<file path="config.mk">
export PLATFORM = sky130hd
export DESIGN_NAME = instr_encoder
export DESIGN_NICKNAME = d
export VERILOG_FILES = /design/src/rtl/instr_encoder_pkg.sv /design/src/rtl/instr_encoder_pack.sv /design/src/rtl/instr_encoder.sv
export SDC_FILE = /design/constraint.sdc
export NUM_CORES = 1
export LEC_CHECK = 0
export BUFFER_PORTS_ARGS = -buffer_cell sky130_fd_sc_hd__buf_4
export CORE_UTILIZATION = 50
export CTS_CLUSTER_DIAMETER = 60
export CTS_CLUSTER_SIZE = 10
export DETAILED_ROUTE_END_ITERATION = 10
export GPL_ROUTABILITY_DRIVEN = 0
export GPL_TIMING_DRIVEN = 0
export PLACE_DENSITY = 0.85
export SLEW_MARGIN = 20
export SYNTH_ARGS = -nofsm -noshare
export SYNTH_HDL_FRONTEND = slang
export SYNTH_SLANG_ARGS = --single-unit
</file>
<file path="constraint.sdc">
create_clock -name clk -period 4.5 [get_ports clk]
set_input_delay 0.45 -clock clk [delete_from_list [all_inputs] [get_ports clk]]
set_output_delay 0.45 -clock clk [all_outputs]
set_load 0.005 [all_outputs]
</file>
<file path="src/rtl/instr_encoder_pkg.sv">
// Shared types for the instruction encoder: opcode and funct3 encodings,
// instruction format classes, rejection codes and small helper functions.
package instr_encoder_pkg;

  typedef enum logic [6:0] {
    OP_LOAD                 = 7'h03,
    OP_LOAD_FP              = 7'h07,
    OP_MISC_MEMORY          = 7'h0F,
    OP_ARITHMETIC_IMMEDIATE = 7'h13,
    OP_AUIPC                = 7'h17,
    OP_STORE                = 7'h23,
    OP_STORE_FP             = 7'h27,
    OP_ATOMIC_MEMORY        = 7'h2F,
    OP_ARITHMETIC           = 7'h33,
    OP_LUI                  = 7'h37,
    OP_BRANCH               = 7'h63,
    OP_JALR                 = 7'h67,
    OP_JAL                  = 7'h6F,
    OP_SYSTEM               = 7'h73
  } opcode_e;

  typedef enum logic [2:0] {
    F3_ADD_SUB      = 3'd0,
    F3_SLLI         = 3'd1,
    F3_SLT          = 3'd2,
    F3_SLTU         = 3'd3,
    F3_XOR          = 3'd4,
    F3_SRLI_OR_SRAI = 3'd5,
    F3_OR           = 3'd6,
    F3_AND          = 3'd7
  } funct3_e;

  typedef enum logic [2:0] {
    FMT_R, FMT_I, FMT_S, FMT_B, FMT_U, FMT_J, FMT_NONE
  } format_e;

  typedef enum logic [1:0] {
    ERR_NONE     = 2'd0,
    ERR_OPCODE   = 2'd1,
    ERR_RANGE    = 2'd2,
    ERR_ALIGN    = 2'd3
  } err_code_e;

  // Map an opcode to its packing format; anything this encoder cannot emit
  // (FP, atomics, unknown values) falls into FMT_NONE.
  function automatic format_e format_of(logic [6:0] op);
    format_e f;
    case (op)
      OP_ARITHMETIC:                       f = FMT_R;
      OP_ARITHMETIC_IMMEDIATE, OP_LOAD,
      OP_JALR, OP_SYSTEM, OP_MISC_MEMORY:  f = FMT_I;
      OP_STORE:                            f = FMT_S;
      OP_BRANCH:                           f = FMT_B;
      OP_LUI, OP_AUIPC:                    f = FMT_U;
      OP_JAL:                              f = FMT_J;
      default:                             f = FMT_NONE;
    endcase
    return f;
  endfunction

  // True when v, read as two's complement, fits in a w-bit signed field:
  // every bit from w-1 upward must equal the sign.
  function automatic logic fits_signed(logic [31:0] v, int unsigned w);
    logic [31:0] hi_mask;
    hi_mask = 32'hFFFF_FFFF << (w - 1);
    return ((v & hi_mask) == 32'h0) || ((v & hi_mask) == hi_mask);
  endfunction

endpackage

</file>
<file path="src/rtl/instr_encoder_pack.sv">
// Combinational packer: scrambles the immediate into the format chosen by
// the opcode and flags unsupported opcodes, range and alignment violations.
// A rejected request always yields an all-zero word.
module instr_pack
  import instr_encoder_pkg::*;
(
  input  logic [6:0]  opcode,
  input  logic [2:0]  funct3,
  input  logic [6:0]  funct7,
  input  logic [4:0]  rd,
  input  logic [4:0]  rs1,
  input  logic [4:0]  rs2,
  input  logic [31:0] imm,
  output logic [31:0] instr,
  output logic [1:0]  err_code
);

  format_e   fmt;
  logic      is_shift;
  err_code_e code;
  logic [31:0] word;

  assign fmt      = format_of(opcode);
  assign is_shift = (opcode == OP_ARITHMETIC_IMMEDIATE) &&
                    ((funct3 == F3_SLLI) || (funct3 == F3_SRLI_OR_SRAI));

  // Pack fields and classify the request; alignment outranks range.
  always_comb begin
    code = ERR_NONE;
    word = '0;
    case (fmt)
      FMT_R: word = {funct7, rs2, rs1, funct3, rd, opcode};
      FMT_I: begin
        if (is_shift) begin
          if (imm[31:5] != '0) code = ERR_RANGE;
          word = {funct7, imm[4:0], rs1, funct3, rd, opcode};
        end else begin
          if (!fits_signed(imm, 12)) code = ERR_RANGE;
          word = {imm[11:0], rs1, funct3, rd, opcode};
        end
      end
      FMT_S: begin
        if (!fits_signed(imm, 12)) code = ERR_RANGE;
        word = {imm[11:5], rs2, rs1, funct3, imm[4:0], opcode};
      end
      FMT_B: begin
        if (imm[0])                      code = ERR_ALIGN;
        else if (!fits_signed(imm, 13))  code = ERR_RANGE;
        word = {imm[12], imm[10:5], rs2, rs1, funct3, imm[4:1], imm[11], opcode};
      end
      FMT_U: begin
        if (imm[11:0] != '0) code = ERR_RANGE;
        word = {imm[31:12], rd, opcode};
      end
      FMT_J: begin
        if (imm[0])                      code = ERR_ALIGN;
        else if (!fits_signed(imm, 21))  code = ERR_RANGE;
        word = {imm[20], imm[10:1], imm[11], imm[19:12], rd, opcode};
      end
      default: code = ERR_OPCODE;
    endcase
  end

  assign instr    = (code == ERR_NONE) ? word : 32'h0;
  assign err_code = code;

endmodule

</file>
<file path="src/rtl/instr_encoder.sv">
// Streaming instruction encoder: one request in, one packed word out a cycle
// later, each good word tagged with its byte address in a MEM_DEPTH-word
// program image. Rejected requests produce an error word that uses no address.
//
// Handshake: a transfer happens on a rising edge where valid && ready are both
// high. The producer holds valid and payload until that edge; the output word
// stays stable while out_valid && !out_ready.
module instr_encoder
  import instr_encoder_pkg::*;
#(
  parameter int unsigned MEM_DEPTH = 256
) (
  input  logic        clk,
  input  logic        reset,
  input  logic        start,
  input  logic        in_valid,
  output logic        in_ready,
  input  logic [6:0]  in_opcode,
  input  logic [2:0]  in_funct3,
  input  logic [6:0]  in_funct7,
  input  logic [4:0]  in_rd,
  input  logic [4:0]  in_rs1,
  input  logic [4:0]  in_rs2,
  input  logic [31:0] in_imm,
  output logic        out_valid,
  input  logic        out_ready,
  output logic [31:0] out_instr,
  output logic [31:0] out_addr,
  output logic        out_err,
  output logic [1:0]  out_err_code,
  output logic        full,
  output logic [7:0]  err_count
);

  localparam int IDX_W = $clog2(MEM_DEPTH) + 1;

  localparam logic [1:0] ST_IDLE = 2'd0;
  localparam logic [1:0] ST_RUN  = 2'd1;
  localparam logic [1:0] ST_FULL = 2'd2;

  logic [1:0]       state_q, state_d;
  logic             out_valid_q, out_valid_d;
  logic [31:0]      out_instr_q, out_instr_d;
  logic             out_err_q, out_err_d;
  logic [1:0]       out_code_q, out_code_d;
  logic [IDX_W-1:0] idx_q, idx_d;
  logic [7:0]       err_cnt_q, err_cnt_d;

  logic [31:0] pack_instr;
  logic [1:0]  pack_code;
  logic        out_accept;
  logic        last_slot_busy;

  instr_pack u_pack (
    .opcode   (in_opcode),
    .funct3   (in_funct3),
    .funct7   (in_funct7),
    .rd       (in_rd),
    .rs1      (in_rs1),
    .rs2      (in_rs2),
    .imm      (in_imm),
    .instr    (pack_instr),
    .err_code (pack_code)
  );

  assign out_accept = out_valid_q && out_ready;

  // The last address is already claimed by the word in the output register;
  // taking another request now would produce a word with no address left.
  assign last_slot_busy = out_valid_q && !out_err_q &&
                          (idx_q == IDX_W'(MEM_DEPTH - 1));

  assign in_ready = (state_q == ST_RUN) && !start && !last_slot_busy &&
                    (!out_valid_q || out_ready);

  // Next-state: start restarts the image, otherwise retire and capture words.
  always_comb begin
    state_d     = state_q;
    out_valid_d = out_valid_q;
    out_instr_d = out_instr_q;
    out_err_d   = out_err_q;
    out_code_d  = out_code_q;
    idx_d       = idx_q;
    err_cnt_d   = err_cnt_q;
    if (start) begin
      state_d     = ST_RUN;
      out_valid_d = 1'b0;
      out_instr_d = 32'h0;
      out_err_d   = 1'b0;
      out_code_d  = 2'd0;
      idx_d       = '0;
      err_cnt_d   = 8'd0;
    end else begin
      if (out_accept) begin
        out_valid_d = 1'b0;
        if (out_err_q) begin
          if (err_cnt_q != 8'hFF) err_cnt_d = err_cnt_q + 8'd1;
        end else begin
          idx_d = idx_q + IDX_W'(1);
          if (idx_q == IDX_W'(MEM_DEPTH - 1)) state_d = ST_FULL;
        end
      end
      if (in_valid && in_ready) begin
        out_valid_d = 1'b1;
        out_instr_d = pack_instr;
        out_err_d   = (pack_code != 2'd0);
        out_code_d  = pack_code;
      end
    end
  end

  // State and output registers with synchronous reset.
  always_ff @(posedge clk) begin
    if (reset) begin
      state_q     <= ST_IDLE;
      out_valid_q <= 1'b0;
      out_instr_q <= 32'h0;
      out_err_q   <= 1'b0;
      out_code_q  <= 2'd0;
      idx_q       <= '0;
      err_cnt_q   <= 8'd0;
    end else begin
      state_q     <= state_d;
      out_valid_q <= out_valid_d;
      out_instr_q <= out_instr_d;
      out_err_q   <= out_err_d;
      out_code_q  <= out_code_d;
      idx_q       <= idx_d;
      err_cnt_q   <= err_cnt_d;
    end
  end

  assign out_valid    = out_valid_q;
  assign out_instr    = out_instr_q;
  assign out_err      = out_err_q;
  assign out_err_code = out_code_q;
  assign out_addr     = {{(30 - IDX_W){1'b0}}, idx_q, 2'b00};
  assign full         = (state_q == ST_FULL);
  assign err_count    = err_cnt_q;

endmodule

</file>
======== Word-level counts from Yosys, hierarchy flattened ========
Index checks and enable logic that the tools add are counted.
word-level totals
  memories ................................ 0
  bits in latches ......................... 0
  RAM bits ................................ 0
  input bits .............................. 69
  word-level logic and storage cells ...... 91
  bits in registers ....................... 55
  memory bits (read-only) ................. 0
operators by class
  $mul .................................... 0
  multiplexer cells ....................... 19
  bitwise gates (word level) .............. 1
  equal/unequal tests ..................... 26
  add/sub/neg operators ................... 2
  div/mod/pow operators ................... 0
  magnitude comparators ................... 0
  shift operators ......................... 0
  reduce and logical (&&, ||, !) cells .... 35
operators by type and width
  kind                                                                    count
  32-bit case mux with 6 select lines                                     1
  32-bit logical NOT                                                      3
  32-bit 2-to-1 mux                                                       2
  7-bit equality test (second input constant)                             4
  27-bit nonzero test                                                     1
  21-bit equality test (second input constant)                            1
  7-bit by 6-bit equality test with 1-bit output (second input constant)  3
  20-bit equality test (second input constant)                            1
  3-bit case mux with 6 select lines                                      1
  2-bit 2-to-1 mux                                                        8
  7-bit by 5-bit equality test with 1-bit output (second input constant)  2
  12-bit equality test (second input constant)                            1
  2-bit case mux with 6 select lines                                      1
  12-bit nonzero test                                                     1
  9-bit by 1-bit adder with 9-bit output (second input constant)          1
  3-bit equality test (second input constant)                             3
  9-bit by 8-bit equality test with 1-bit output (second input constant)  1
  3-bit AND reduction                                                     3
  8-bit by 1-bit adder with 8-bit output (second input constant)          1
  1-bit logical AND                                                       8
  8-bit inequality test (second input constant)                           1
  2-bit nonzero test                                                      4
  7-bit by 2-bit equality test with 1-bit output (second input constant)  1
  7-bit by 4-bit equality test with 1-bit output (second input constant)  1
  14 further kinds                                                        29

======== Logic depth before layout (Yosys ltp) ========
  depth in word-level cells ............... 8
  gate-level depth with buffers ........... 13

======== Modules after synthesis ========
From an unflattened synthesis, not the netlist that was laid out.
second synthesis, totals
  cells, all modules ...................... 480
  area total of the unflattened synthesis .. 3,662.3 µm²
by module, submodules not included
  module         cells an instance  area an instance (µm²)  times used  seq. area each (µm²)
  instr_encoder  291                2,427.3                 1           1,101.1
  instr_pack     189                1,234.9                 1           0.0

======== Least setup slack after synthesis ========
No wires, ideal clock.
  path kind ............................... input-to-reg
  start ................................... input in_opcode[2]
  end ..................................... register out_instr_q[19], in the netlist out_instr[19]
  path buffers ............................ 3
  data required time ...................... 4.441 ns
  data arrival time ....................... 2.853 ns
  path slack .............................. 1.588 ns
  stages on the path ...................... 13
  path through ............................ buf_2 -> nand4bb_1 -> nor3_2 -> inv_2 -> ha_1 -> o31ai_2 -> nor3_2 -> o41ai_2 -> o31a_1 -> and4_4 -> buf_8 -> buf_8 -> a22o_1
between the ends
  cells in the longest elaborated chain, start to end .. 7
ends and longest elaborated chain
  what                                                                    line                      RTL
  from (decl)                                                             instr_encoder.sv:18       input logic [6:0] in_opcode,
  7-bit by 2-bit equality test with 1-bit output (tied with other cells)  instr_encoder_pkg.sv:48   case (op)
  5-bit OR reduction or 2-bit OR reduction (tied branches)                instr_encoder_pkg.sv:48
  3-bit case mux with 6 select lines                                      instr_encoder_pkg.sv:48
  3-bit equality test (tied with other cells)                             instr_encoder_pack.sv:31  case (fmt)
  2-bit case mux with 6 select lines                                      instr_encoder_pack.sv:31
  2-bit logical NOT                                                       instr_encoder_pack.sv:64  assign instr = (code == ERR_NONE) ? word : 32'h0;
  32-bit 2-to-1 mux (*)                                                   instr_encoder_pack.sv:64
  to (signal assigned)                                                    instr_encoder.sv:125      out_instr_q <= out_instr_d;
  to (decl)                                                               instr_encoder.sv:43       logic [31:0] out_instr_q, out_instr_d;
Mark *: on every way between the ends. The rest lies on a longest branch, timed or not.
A chain may end at the register's enable or synchronous reset.

======== Worst setup path after layout ========
  start ................................... input in_opcode[2]
  end ..................................... register out_instr_q[27], in the netlist out_instr[27]
The elaborated chain is that of the path after synthesis.

==> impl_metrics.ini <==
[outcome]
run_status = finished clean

[worst_hold_path]
hold_depth = 2
min_path_type = in2reg
worst_hold_path_ep = state_q[0]
hold_path.startpoint = reset

[finish]
share_of_cells_above_drive_strength_1_pct = 34.2
area_growth_syn_to_layout_pct = 37.6
postLayoutCellArea_um2 = 4310
nNetsFinal = 582
insertedDiodeCount = 0

[clock_network]
clock-root-buffer = sky130_fd_sc_hd__clkbuf_8
cts.sinks = 55
cts_resized = 0
clock_tree.buffer_depth = 2
cts_inserted_buffers = 5
htreeDepth = 2
tritoncts = built
cts.reportedPaths.clkPinSlew_ns = 0.10
quantity_of_hold_fixing_buffers_added_after_cts = 0
post_cts_buffers = 0
clock_insertion_delay_worst_skew_ns = 0.31

[synth]
yosys-top-cells-area = sky130_fd_sc_hd__dfxtp_1, sky130_fd_sc_hd__a22o_1, sky130_fd_sc_hd__buf_4, sky130_fd_sc_hd__nand2_1, sky130_fd_sc_hd__nor2_1
synth.cell_area_um2 = 3130
postSynth.asyncResetShare_pct = 0
synth.distinct_cells = 59
netlist_instances = 359
yosysSeqAreaShare_pct = 35.2
synth_edf_count = 0
synth_flop_cell = sky130_fd_sc_hd__dfxtp_1
yosys_warnings = 0
synth_seq_cells = 55
synth_top_cell_area_share_pct = 35.2
library_cell_with_the_largest_summed_area_after_synthesis = sky130_fd_sc_hd__dfxtp_1
synth.avg_cell_area_um2 = 8.72

[floorplan]
floorplan.io_pins = 147
core_area_um2 = 5990
die_w_um = 81.1
floorplan.die.height_um = 81.1
fp-row-count = 28
floorplan.die_area_um2 = 6580
initial_utilization_pct = 52.3

[global_route]
grt_pass1_wl_um = 14300
grt_pass1_vias = 3053
initial_antenna_violation_count = 0
grt_start_max_net_pins = 17
globalRouteOverflowTotal = 0
global_route.usage.total_pct = 27.7

[pwr]
pwr-share-comb_pct = 15.2
power.total_w = 0.000916
seq_power_share_pct = 53.3
netSwitchingPower_w = 0.000233
clockPowerShare_pct = 31.5
cellLeakagePower_nw = 1.98
internal_power_w = 0.000683
power.density_nw_per_um2 = 213
irDropWorstVdd_uv = 195
swShare_pct = 25.5

[worst_setup_path]
critPathMaxFanout = 8
worst_r2r_path_depth = 13
register_to_register_setup_slack_ns = 1.58
critical-path-max-stage-delay_ns = 0.90
endpoint_kind = flip-flop
setup.worst_path.class = in2reg
critical_path_arrival_ns = 3.30
crit_path_start_kind = input pin
slowest_stage = sky130_fd_sc_hd__nor4_1
cp_num_buf_inv = 2
worst_r2r_startpoint = idx_q[0]
worst_path_most_repeated_cell = sky130_fd_sc_hd__nor3_2
worst_ep_required_time_ns = 4.77
crit_family = simple AND/OR/NAND/NOR gates
critical_path.cell_chain = buf_2 -> nand4bb_1 -> nor3_2 -> inv_2 -> ha_1 -> o31ai_2 -> nor3_2 -> nor4_1 -> a22oi_1 -> nand2_1 -> a22o_1
r2r_end = out_instr[22]

[route]
wire_per_inst_um = 15.5
wl_final_um = 9060
first_iter_violations = 203
detail-route-antenna-nets = 0
route.detailed.vias_per_inst = 5.67
remaining_drc_errors = 0
drtPass1Iterations = 5
vias = 3309

[sta]
rsz0062_at_grt = no
post-route-period-util_pct = 67.5
final-setup-viol-count = 0
final_critical_path_time_including_i_o_delays_and_setup_ns = 3.04
relSlewSlack_pct = 27.7
drv_slew = 0
clock-skew-final_ns = 0.00563
tightest_slew_ns = 1.07
setup_total_negative_slack_ns = 0
hold_ws_ns = 0.294
hold_violations = 0
clock.fmax_mhz = 329

[place]
place.port_buffers = 121
cell_area_reported_after_detailed_placement_um2 = 4220
detailed_place_hpwl_um = 7100

[job]
max_cap_viol_count = 0
==> metal layers <==
layer	GRT usage, %	share of wire (%)
met5	0	0
met4	9.29	2.2
met3	5.73	8.4
met2	47.4	48
met1	34.3	42
==> cells by family after synthesis <==
kind of cell             count (synthesis)  share of synthesized area, %
AO/OA/AOI/OAI                           97                          25.3
XOR/XNOR                                10                          2.80
adder cells (fa/ha/maj)                  4                          1.60
buffers and inverters                   44                          9.11
flip-flops                              55                          35.2
multiplexers                             5                          1.64
other                                    1                         0.120
AND/OR/NAND/NOR                        143                          24.2
==> cell type report <==
class                           instances  area (um2)
Multi-Input combinational cell        282        1830
Tap cell                               75        93.8
Inverter                                6        22.5
Clock buffer                            6        82.6
Buffer                                 38         263
Sequential cell                        55        1100
Fill cell                             497        1680
Timing Repair Buffer                  121         908
Clock inverter                          1        8.76
==> worst max-delay path by stage <==
stage	to	cells past startpoint	startpoint	slack (ns)
after global placement	out_instr[29]	12	in_opcode[2]	1.24
final	out_instr[27]	11	in_opcode[2]	1.46
after floorplan	out_instr[19]	13	in_opcode[2]	1.59
after detailed placement	out_instr[30]	11	in_opcode[2]	1.19
after CTS	out_instr[30]	11	in_opcode[2]	1.49
after global routing	out_instr[26]	11	in_opcode[2]	1.25
==> worst reg2reg max path, stage by stage, from the launching register on <==
cell and delay (ns):
sky130_fd_sc_hd__dfxtp_1 0.36, sky130_fd_sc_hd__ha_1 0.23, sky130_fd_sc_hd__nand3_1 0.08, sky130_fd_sc_hd__nor2_1 0.05, sky130_fd_sc_hd__ha_1 0.17, sky130_fd_sc_hd__nor2b_1 0.14, sky130_fd_sc_hd__o21ai_0 0.32, sky130_fd_sc_hd__nand2_1 0.22
sky130_fd_sc_hd__o41ai_2 0.41, sky130_fd_sc_hd__o31a_1 0.24, sky130_fd_sc_hd__and4_4 0.26, sky130_fd_sc_hd__buf_8 0.15, sky130_fd_sc_hd__buf_8 0.13, sky130_fd_sc_hd__a22o_1 0.12
==> state kept, by name, summed over array words and instances (netlist names) <==
signal / count
out_valid: 1
out_err: 1
out_err_code: 2
state_q: 2
out_instr: 32
idx_q: 9
err_count: 8
==> stage by stage <==
step           instances  utilization (%)  worst slack [ns]
6_report             584             71.9              1.46
5_1_grt              584             71.9              1.25
4_1_cts              584             71.9              1.49
3_5_place_dp         577             70.4              1.19
3_3_place_gp         577             70.4              1.24
2_1_floorplan        381                -              1.59
==> synthesized netlist by cell type (4+ instances only) <==
cell type / number
sky130_fd_sc_hd__a21o_1: 5
sky130_fd_sc_hd__buf_4: 25
sky130_fd_sc_hd__o21ai_0: 6
sky130_fd_sc_hd__mux2i_1: 4
sky130_fd_sc_hd__a32o_1: 8
sky130_fd_sc_hd__a22o_1: 38
sky130_fd_sc_hd__inv_1: 5
sky130_fd_sc_hd__nor3_1: 6
sky130_fd_sc_hd__xor2_1: 7
sky130_fd_sc_hd__nand4_1: 10
sky130_fd_sc_hd__or3_1: 4
sky130_fd_sc_hd__ha_1: 4
sky130_fd_sc_hd__a21oi_1: 10
sky130_fd_sc_hd__nor2_1: 32
sky130_fd_sc_hd__clkbuf_1: 8
sky130_fd_sc_hd__nand3_1: 14
sky130_fd_sc_hd__nand2_1: 36
sky130_fd_sc_hd__and3_1: 5
sky130_fd_sc_hd__nor4_1: 5
sky130_fd_sc_hd__a22oi_1: 8
sky130_fd_sc_hd__dfxtp_1: 55
sky130_fd_sc_hd__or4_1: 4
==> power groups by stage <==
stage	combinational [W]	clock, W	sequential, W
3_3_place_gp	0.000133	0	0.000500
3_5_place_dp	0.000136	0	0.000500
5_1_grt	0.000151	0.000308	0.000489
2_1_floorplan	0.0000651	0	0.000500
4_1_cts	0.000137	0.000290	0.000489
6_report	0.000139	0.000288	0.000489
==> cells in the final DEF, fill, tap and decap left out, types with 6 or more instances in the layout <==
| cell type | synthesis | layout |
|---|---|---|
| sky130_fd_sc_hd__xor2_1 | 7 | 7 |
| sky130_fd_sc_hd__buf_4 | 25 | 146 |
| sky130_fd_sc_hd__a22oi_1 | 8 | 8 |
| sky130_fd_sc_hd__nor3_1 | 6 | 6 |
| sky130_fd_sc_hd__nand4_1 | 10 | 10 |
| sky130_fd_sc_hd__clkbuf_8 | 0 | 6 |
| sky130_fd_sc_hd__clkbuf_1 | 8 | 8 |
| sky130_fd_sc_hd__nand3_1 | 14 | 14 |
| sky130_fd_sc_hd__a22o_1 | 38 | 38 |
| sky130_fd_sc_hd__nor2_1 | 32 | 32 |
| sky130_fd_sc_hd__o21ai_0 | 6 | 6 |
| sky130_fd_sc_hd__nand2_1 | 36 | 36 |
| sky130_fd_sc_hd__a32o_1 | 8 | 8 |
| sky130_fd_sc_hd__dfxtp_1 | 55 | 55 |
| sky130_fd_sc_hd__a21oi_1 | 10 | 10 |
| sky130_fd_sc_hd__conb_1 | 1 | 23 |
Power figures use the tool's default switching activity.
